**src/rtl/uart_recv_fifo.sv**
```systemverilog
// UART receiver: 2-FF synchroniser, 3-sample majority voting, parity/stop checks and a FWFT receive FIFO.
// Define UART_RECV_BREAK_DET_EN to add the brk output and keep break frames out of the FIFO.
module uart_recv_fifo #(
  parameter int DATABITS   = 8,
  parameter int DIV_W      = 16,
  parameter int FIFO_DEPTH = 16,
  parameter int CTS_MARGIN = 4
) (
  input  logic                        clk,
  input  logic                        reset,
  input  logic                        soft_reset,
  input  logic [DIV_W-1:0]            baud_div,
  input  logic [1:0]                  parity_mode,
  input  logic                        two_stop,
  input  logic                        rx,
  output logic                        cts,
  output logic                        out_valid,
  input  logic                        out_ready,
  output logic [DATABITS-1:0]         out_data,
  output logic                        out_perr,
  output logic                        out_ferr,
  output logic                        overrun,
  input  logic                        ovr_clr,
  output logic [$clog2(FIFO_DEPTH):0] fill
`ifdef UART_RECV_BREAK_DET_EN
  ,
  output logic                        brk
`endif
);

  localparam int AW = $clog2(FIFO_DEPTH);
  localparam logic [DIV_W-1:0] ONE       = DIV_W'(1);
  localparam logic [3:0]       LAST_BIT  = 4'(DATABITS - 1);
  localparam logic [AW:0]      CTS_LIMIT = (AW+1)'(FIFO_DEPTH - CTS_MARGIN);
  localparam logic [AW:0]      FULL_CNT  = (AW+1)'(FIFO_DEPTH);

  typedef enum logic [2:0] {WAIT_IDLE, IDLE, START, DATA, PARITY, STOP1, STOP2} state_t;

  logic                rx_meta, rxs, rxs_prev;
  state_t              state;
  logic [DIV_W-1:0]    cnt, div_lat, mid, cnt_inc;
  logic [1:0]          par_lat;
  logic                two_lat;
  logic                s0, s1, vote;
  logic [DATABITS-1:0] shreg;
  logic [3:0]          bit_idx;
  logic                perr_reg;
  logic                at_m1, at_mid, at_dec, at_wrap, par_en;
  logic                commit, frame_ferr, is_break, push;
`ifdef UART_RECV_BREAK_DET_EN
  logic                pbit_reg, brk_pend;
`endif

  logic [DATABITS+1:0] mem [FIFO_DEPTH];
  logic [AW-1:0]       wr_ptr, rd_ptr, rd_next;
  logic [AW:0]         count, count_next;
  logic                full, do_pop, do_push, ovr_set;
  logic [DATABITS+1:0] din, head_next;

  always_ff @(posedge clk or negedge reset) begin
    if (!reset) begin
      rx_meta  <= 1'b1;
      rxs      <= 1'b1;
      rxs_prev <= 1'b1;
    end else begin
      rx_meta  <= rx;
      rxs      <= rx_meta;
      rxs_prev <= rxs;
    end
  end

  always_comb begin
    mid        = div_lat >> 1;
    at_m1      = (cnt == mid - ONE);
    at_mid     = (cnt == mid);
    at_dec     = (cnt == mid + ONE);
    at_wrap    = (cnt == div_lat);
    cnt_inc    = at_wrap ? '0 : cnt + ONE;
    vote       = (s0 & s1) | (s0 & rxs) | (s1 & rxs);
    par_en     = (par_lat == 2'd1) || (par_lat == 2'd2);
    commit     = ((state == STOP1) && at_dec && (!vote || !two_lat)) ||
                 ((state == STOP2) && at_dec);
    frame_ferr = ~vote;
    is_break   = 1'b0;
`ifdef UART_RECV_BREAK_DET_EN
    is_break   = frame_ferr && (shreg == '0) && !pbit_reg;
`endif
    push       = commit && !is_break && !soft_reset;
  end

  always_ff @(posedge clk or negedge reset) begin
    if (!reset) begin
      state    <= WAIT_IDLE;
      cnt      <= '0;
      div_lat  <= '0;
      par_lat  <= 2'd0;
      two_lat  <= 1'b0;
      s0       <= 1'b1;
      s1       <= 1'b1;
      shreg    <= '0;
      bit_idx  <= 4'd0;
      perr_reg <= 1'b0;
`ifdef UART_RECV_BREAK_DET_EN
      pbit_reg <= 1'b0;
      brk_pend <= 1'b0;
      brk      <= 1'b0;
`endif
    end else if (soft_reset) begin
      state <= WAIT_IDLE;
      cnt   <= '0;
`ifdef UART_RECV_BREAK_DET_EN
      brk_pend <= 1'b0;
      brk      <= 1'b0;
`endif
    end else begin
`ifdef UART_RECV_BREAK_DET_EN
      brk <= 1'b0;
      if (commit && is_break) brk_pend <= 1'b1;
`endif
      if (at_m1)  s0 <= rxs;
      if (at_mid) s1 <= rxs;
      case (state)
        WAIT_IDLE: begin
          if (rxs) begin
            state <= IDLE;
`ifdef UART_RECV_BREAK_DET_EN
            brk      <= brk_pend;
            brk_pend <= 1'b0;
`endif
          end
        end
        IDLE: begin
          if (rxs_prev && !rxs) begin
            state    <= START;
            cnt      <= '0;
            div_lat  <= baud_div;
            par_lat  <= parity_mode;
            two_lat  <= two_stop;
            bit_idx  <= 4'd0;
            perr_reg <= 1'b0;
`ifdef UART_RECV_BREAK_DET_EN
            pbit_reg <= 1'b0;
`endif
          end
        end
        START: begin
          cnt <= cnt_inc;
          if (at_dec && vote) state <= IDLE;
          else if (at_wrap)   state <= DATA;
        end
        DATA: begin
          cnt <= cnt_inc;
          if (at_dec) shreg <= {vote, shreg[DATABITS-1:1]};
          if (at_wrap) begin
            if (bit_idx == LAST_BIT) state <= par_en ? PARITY : STOP1;
            else                     bit_idx <= bit_idx + 4'd1;
          end
        end
        PARITY: begin
          cnt <= cnt_inc;
          if (at_dec) begin
            perr_reg <= (par_lat == 2'd1) ? ~(^shreg ^ vote) : (^shreg ^ vote);
`ifdef UART_RECV_BREAK_DET_EN
            pbit_reg <= vote;
`endif
          end
          if (at_wrap) state <= STOP1;
        end
        STOP1: begin
          cnt <= cnt_inc;
          // A low stop bit usually means a break or line fault, so wait for the line to recover.
          if (commit)       state <= frame_ferr ? WAIT_IDLE : IDLE;
          else if (at_wrap) state <= STOP2;
        end
        STOP2: begin
          cnt <= cnt_inc;
          if (commit) state <= frame_ferr ? WAIT_IDLE : IDLE;
        end
        default: state <= WAIT_IDLE;
      endcase
    end
  end

  always_comb begin
    full       = (count == FULL_CNT);
    do_pop     = out_valid && out_ready && !soft_reset;
    do_push    = push && (!full || do_pop);
    ovr_set    = push && full && !do_pop;
    count_next = count + (AW+1)'(do_push) - (AW+1)'(do_pop);
    rd_next    = rd_ptr + AW'(do_pop);
    din        = {frame_ferr, perr_reg, shreg};
    // When no older entry remains behind the head, the incoming word becomes the head directly.
    head_next  = ((count - (AW+1)'(do_pop)) == '0) ? din : mem[rd_next];
  end

  always_ff @(posedge clk) begin
    if (do_push) mem[wr_ptr] <= din;
  end

  always_ff @(posedge clk or negedge reset) begin
    if (!reset) begin
      wr_ptr    <= '0;
      rd_ptr    <= '0;
      count     <= '0;
      out_valid <= 1'b0;
      out_data  <= '0;
      out_perr  <= 1'b0;
      out_ferr  <= 1'b0;
      overrun   <= 1'b0;
      cts       <= 1'b0;
    end else if (soft_reset) begin
      wr_ptr    <= '0;
      rd_ptr    <= '0;
      count     <= '0;
      out_valid <= 1'b0;
      overrun   <= 1'b0;
      cts       <= 1'b0;
    end else begin
      if (do_push) wr_ptr <= wr_ptr + AW'(1);
      rd_ptr    <= rd_next;
      count     <= count_next;
      out_valid <= (count_next != '0);
      if (count_next != '0) {out_ferr, out_perr, out_data} <= head_next;
      overrun   <= ovr_set | (overrun & ~ovr_clr);
      cts       <= (count < CTS_LIMIT);
    end
  end

  assign fill = count;

endmodule
```
**config.mk**
```make
export PLATFORM = sky130hd
export DESIGN_NAME = uart_recv_fifo
export DESIGN_NICKNAME = d
export VERILOG_FILES = /design/src/rtl/uart_recv_fifo.sv
export SDC_FILE = /design/constraint.sdc
export NUM_CORES = 1
export LEC_CHECK = 0
export CAP_MARGIN = 20
export CORE_MARGIN = 2
export CORE_UTILIZATION = 28
export DETAILED_ROUTE_END_ITERATION = 10
export MAX_ROUTING_LAYER = met4
export SKIP_LAST_GASP = 1
export SYNTH_ARGS = -nofsm -noshare
export SYNTH_HDL_FRONTEND = slang
export SYNTH_SLANG_ARGS = --single-unit
```
**constraint.sdc**
```tcl
create_clock -name clk -period 7.5 [get_ports clk]
set_input_delay 1.5 -clock clk [delete_from_list [all_inputs] [get_ports clk]]
set_output_delay 1.5 -clock clk [all_outputs]
set_load 0.01 [all_outputs]
```
==> parameters.txt <==
Parameter                              Value

Setup path
  Req. time, crit path    7950 ps
  Dominant cell type by count on the critical path    sky130_fd_sc_hd__nor2_1
  Crit path max fanout    21
  Startpoint types    flop
  Cell family with the largest share of critical-path delay    simple AND/OR/NAND/NOR gates
  CP Buf/Inv Count    0
  Category of the critical setup timing path    flop to flop
  Data arrival at the endpoint of the critical path    5850 ps
  Slowest stage cell, crit path    sky130_fd_sc_hd__a41oi_2
  Largest incremental delay on the critical path    770 ps
  Critical Path, Cell by Cell    ha_1, nand3_1, nor4_1, xor2_1, or4b_4, nor4_4, nand2_2, nor2_1, mux2i_1, nor2_1, ha_1, fa_1, a21oi_1, nor2_1, nor2_1, xor2_1, a41oi_2, nor2_1, a21oi_1
  Type of destination of the critical path    flop

Cells and area
  Most flop-heavy register    mem
  Leading cell types in the layout, fill and taps excluded    160 x sky130_fd_sc_hd__edfxtp_1, 77 x sky130_fd_sc_hd__dfrtp_1, 70 x sky130_fd_sc_hd__nor2_1
  Number of flip-flops in the largest register    160
  # diodes    0
  Post-layout net count    914
  Leading registers by flop count    mem x160, cnt x16, div_lat x16
  Most frequent standard cell in the layout excluding fill and tap cells    sky130_fd_sc_hd__edfxtp_1
  Layout overhead on the synthesized area    15.3%
  Share of layout cells above drive strength 1    0.175

Detailed routing
  Routed length per instance    17.3 um
  Mean number of vias per cell    4.80
  Post-route DRC    0
  Total wirelength of the detailed-routed design    24.6 mm
  Vias post-DR    6823
  Remaining antenna violation count after routing    0
  Iteration count of the initial detailed-routing pass    5
  Count of routing violations after the opening detailed-route iteration    462

Clock tree
  Clk_lat worst skew    540 ps
  CTS tree    yes
  CTS root buffer    sky130_fd_sc_hd__clkbuf_16
  Clock transition at the registers of the reported paths    60 ps
  Hold buffer count at CTS    0
  Resize count post-CTS    0
  Buffers inserted by post-CTS timing repair    0
  Number of buffers created by CTS    26
  Number of buffers on the longest clock path    3
  Number of clock sinks seen by CTS    242
  CTS H-tree depth    1

Synthesis
  Gate count after technology mapping    848
  Synth warnings    0
  Fraction of the mapped netlist area in compound gates    0.0530
  Post-synthesis xor/xnor area fraction    0.0520
  Number of enable-type register cells in the synthesized netlist    160
  Post-synth ARST share    0.339
  Mux share of post-synthesis cell area    0.138
  Share of synthesized cell area in full adder, half adder and majority cells    0.0222
  Syn nets    893
  Area fraction in and, or, nand and nor cells after synthesis    0.114
  Number of synthesized register bits    242
  Post-synthesis cell type count    65
  Post-synthesis instance area    11600 sq um
  Seq/Total Area, Yosys    0.590
  Combinational family with the most area after synthesis    multiplexers
  Syn Area/Cell    13.7 sq um
  Most instantiated flip-flop cell in the synthesis netlist    sky130_fd_sc_hd__edfxtp_1

Floorplan
  Height of the die    208 um
  Core Region    40900 sq um
  Num ports    43
  Die Footprint    43200 sq um
  Overall die width    208 um
  Number of rows in the core area    74
  Starting Density    0.284

Global route
  Most Crowded Layer GR    met2
  Met2 demand-to-capacity share in global routing    0.192
  Number of antenna violations at the first check in global routing    0
  Met1 Usage GRT    0.156
  Maximum number of pins on one net before global-route repair    46
  Remaining global-route overflow    0
  Via count of the first global-routing pass    6988
  Total Routing Usage GR    0.118
  Global-route met3 utilization    0.0215
  First-pass GRT wire length    40.1 mm

STA
  Setup repair after global routing missed its margin    no
  Tightest slew margin relative to the limit    0.336
  Setup TNS Final    0 ps
  Worst hold-check slack    356 ps
  Max Transition Viols Final    0
  Final Setup Violations    0
  Post-Route Skew    8.89 ps
  Timing-limited maximum frequency    185 MHz
  Post-layout minimum cycle time    5390 ps
  Least-Margin Pin Slew    992 ps
  Ratio of final minimum period to clock period    0.719
  Hold Vio Cnt, Final    0

Worst hold path
  HP Class    flop to flop

Placement
  Final weighted congestion in routability-driven placement    0.861
  Post-detail-place hpwl    16.9 mm
  IO buf count    42

Run
  Max-cap violations    0

Power and ir drop
  Leakage power total    4.70 nW
  Power Dens Cells    307 nW/um^2
  Peak supply drop    195 uV

Status
  Run status    finished, final reports clean
==> per-layer routing <==
metal | vias to the layer above | wire length, um
met5 | - | 0
li1 | 3227 | -
met2 | 131 | 11800
met1 | 3431 | 11300
met3 | 34 | 1130
met4 | 0 | 421
==> cells in the mapped netlist (all sizes together), types with 19 or more instances <==
| master | instances | share of area |
|---|---|---|
| o21ai | 28 | 0.012 |
| mux4 | 50 | 0.097 |
| nand3 | 24 | 0.011 |
| nor2 | 70 | 0.023 |
| dfrtp | 77 | 0.17 |
| clkbuf | 24 | 0.0079 |
| mux2 | 32 | 0.031 |
| ha | 19 | 0.020 |
| inv | 25 | 0.0081 |
| nand2 | 35 | 0.012 |
| buf | 34 | 0.015 |
| a21oi | 35 | 0.015 |
| edfxtp | 160 | 0.41 |
| xnor2 | 51 | 0.038 |
==> power breakdown <==
part	switching (mW)	internal (mW)	total [mW]
sequential	0.222	1.54	1.76
clock	0.528	0.762	1.29
combinational	0.547	0.516	1.06
total	1.30	2.82	4.12
==> path summary, 6_finish.rpt <==
| kind | startpoint | end | slack [ps] | depth (start not counted) |
|---|---|---|---|---|
| worst max-delay path | div_lat[2]$_DFFE_PN0P_ | out_data[6]$_DFFE_PN0P_ | 2110 | 19 |
| worst min-delay path | rx_meta$_DFF_PN1_ | rxs$_DFF_PN1_ | 360 | 0 |
| worst max register to register | div_lat[2]$_DFFE_PN0P_ | out_data[6]$_DFFE_PN0P_ | 2110 | 19 |
| worst min register to register | rx_meta$_DFF_PN1_ | rxs$_DFF_PN1_ | 360 | 0 |
| max in group asynchronous | reset | out_data[6]$_DFFE_PN0P_ | 5490 | 2 |
| min in group asynchronous | reset | div_lat[2]$_DFFE_PN0P_ | 920 | 1 |
==> area by class of cell <==
| cell class | instances | area, sq um |
|---|---|---|
| timing repair buffer | 51 | 490 |
| inverter | 25 | 93.8 |
| clock inverter | 15 | 166 |
| clock buffer | 33 | 697 |
| tap | 532 | 666 |
| fill | 4010 | 27500 |
| sequential | 242 | 6860 |
| multi-input combinational | 523 | 4440 |
==> kinds of logic (layout without fill, tap and decap cells) <==
kind of cell	count (synthesis)	after routing
flip-flops	242	242
AND/OR/NAND/NOR	238	238
AO/OA/AOI/OAI	102	102
multiplexers	94	94
buffers and inverters	83	124
XOR/XNOR	69	69
adder cells (fa/ha/maj)	20	20
==> metrics by stage <==
step	area, sq um	instances	utilization	power (mW)	setup WS [ps]
finish	13400	1421	0.328	4.12	2110
detailed placement	12500	1371	0.306	2.86	1780
floorplan	11600	848	-	2.55	2870
global placement	12500	1369	0.306	2.84	1900
CTS	13400	1419	0.327	4.16	2110
global route	13400	1421	0.328	4.35	1530
==> worst reg2reg max path: cells and delay by family (launching register included) <==
kind,cells,cell delay (ps)
muxes,1,210
xor gates and xnor gates,2,220
adders and majority gates,3,900
DFF,1,530
AOI/OAI and AO/OA,3,1090
and+or+nand+nor,10,2370
Note: power is estimated with default switching activity, not from simulation.
==> patch (same settings) <==
Add a define of `UART_RECV_BREAK_DET_EN`.
--- a/src/rtl/uart_recv_fifo.sv
+++ b/src/rtl/uart_recv_fifo.sv
@@ -1,4 +1,6 @@
 // UART receiver: 2-FF synchroniser, 3-sample majority voting, parity/stop checks and a FWFT receive FIFO.
 // Define UART_RECV_BREAK_DET_EN to add the brk output and keep break frames out of the FIFO.
+`define UART_RECV_BREAK_DET_EN
+
 module uart_recv_fifo #(
   parameter int DATABITS   = 8,
Check against the original RTL (old outputs only; new: brk): same outputs for any inputs over 10 cycles, from zero or initial values and one cycle with reset low; that may be too few to reach the edited logic, so the function may still have changed.
==> patch against the unedited design <==
Via count increased by 3.9%. Design area rose by 2.4%. Clock skew increased by 11 ps. Hold slack barely moved. Non-clock buffer count up 16. Routed wire length increased by 3.9%. Highest routed layer unchanged. Sequential share of layout area decreased by 0.66 points. Critical endpoint is now out_data[1]. Power fell by 2.3%. Count of clock-buffer cells in the layout rose by 5. Worst setup slack gained 220 ps. Sequential cell count rose by 3. Area after synthesis is 1.2% higher.
==> patch: results (changes against the unedited design) <==
* Clk pin slew, worst setup/hold paths at around 70 ps
* Reg-to-Reg Start: div_lat[3]
* Largest net degree at the start of global routing at 51 (+11%)
* # placed instances at 1402 (+2.3%)
* Layout cells sized above 1 at 0.181 (+0.00594)
* Post-synthesis mux area share at 0.141 (+0.00247)
* Outcome: finished clean
* Worst hold stages at 0 (unchanged)
* Ys async rst share at 0.347 (+0.00810)
* Global-route usage over all layers at 0.121 (+0.00271)
* CP max FO at 21 (unchanged)
* Synth Area in Compound Gates at 0.0475 (-0.00550)
* CP arrival at 5630 ps (-220 ps)
* Hold Startpoint: rx_meta
* Ys flop type: edfxtp_1
* Clock buffer depth at 3 (unchanged)
* 1st-pass router iterations at 5 (unchanged)
* Static Leakage at 4.37 nW (-7.0%)
* Worst-Skew Late Latency at 560 ps (+20 ps)
* Total wire length at 25600 um (+3.9%)
* Most frequent cells after synthesis: 160 x edfxtp_1, 80 x dfrtp_1, 63 x nor2_1
* Layout fillers at 4108 (+2.4%)
* Syn Nets at 903 (+1.1%)
* Routability cong. at 0.887 (+3.0%)
* IO Port Bufs at 43 (+2.4%)
* DP Area at 12800 um2 (+2.2%)
* Fmax at 193 MHz (+4.2%)
* Post-Synth Adder-Cell Area at 0.0262 (+0.00400)
* Initial DRC Count at 533 (+15%)
* CTS H-tree depth at 1 (unchanged)
* # Post-CTS Setup Buffers at 0 (unchanged)
* Xor and xnor area share after synthesis at 0.0536 (+0.00164)
* Finished Layout Cells at 1454 (+2.3%)
* Leading post-synthesis cells by cell area: edfxtp_1 41%, dfrtp_1 17%, mux4_2 9.6%
* Post-DP HPWL at 17300 um (+2.5%)
* Num CTS Buffers at 27 (+3.8%)
* Max VDD drop at 0.247 mV (+27%)
* Clock skew at 19.6 ps (+10.7 ps)
* Place WS at 1910 ps (+139 ps)
* Reg2Reg Setup Slack at 2330 ps (+220 ps)
* Critical R2R Capture: out_data[1]
* Combinational fraction of design power at 0.240 (-0.018)
* PD cells at 293 nW/um2 (-4.6%)
* Internal Power at 2.73 mW (-3.1%)
* EDFF count, synth at 160 (unchanged)
* Top flop regs: mem x160, cnt x16, div_lat x16
* First-pass GRT wire length at 40700 um (+1.5%)
* CP peak stage delay at 800 ps (+30 ps)
* Vias in the first global route at 7034 (+0.66%)
* Worst hold margin at 356 ps (+0.167 ps)
* Synth Area per Inst at 13.8 um2 (+0.44%)
* Worst-Margin Slew at 958 ps (-34.0 ps)
* Initial antenna violation count at 0 (unchanged)
* Sequential cell area fraction in the yosys report at 0.590 (about the same)
* Synth Warn # at 0 (unchanged)
* Netlist cell types at 69 (+6.2%)
* Worst Reg2Reg Path Length in Cells at 17 (-2)
* Final nets at 943 (+3.2%)
* Vias at 7087 (+3.9%)
* Delay-heaviest family, CP: compound AO/OA/AOI/OAI gates
patch: final cells by class:
type | count | area (um2) | share of cell area
tap | 539 | 674 | 0.0491
inverter | 29 | 109 | 0.00792
sequential | 245 | 6940 | 0.505
clock buffer | 38 | 757 | 0.0551
multi-input combinational | 524 | 4490 | 0.327
clock inverter | 12 | 129 | 0.00938
timing repair buffer | 67 | 636 | 0.0463
patch: per-layer routing:
layer / wire (um) / up-vias / global-route usage
met5: 0 / - / -
met4: 505 / 0 / 0.0278
met3: 1040 / 44 / 0.0197
met2: 12100 / 139 / 0.190
met1: 11900 / 3617 / 0.165
li1: - / 3287 / -
patch: worst max path at each step:
stage / startpoint / endpoint / cells after the start
floorplan: soft_reset / out_data[0] / 14
global placement: soft_reset / out_data[1] / 16
detailed placement: soft_reset / out_data[1] / 16
CTS: div_lat[3] / out_data[1] / 17
global route: div_lat[4] / out_data[4] / 17
finish: div_lat[3] / out_data[1] / 17
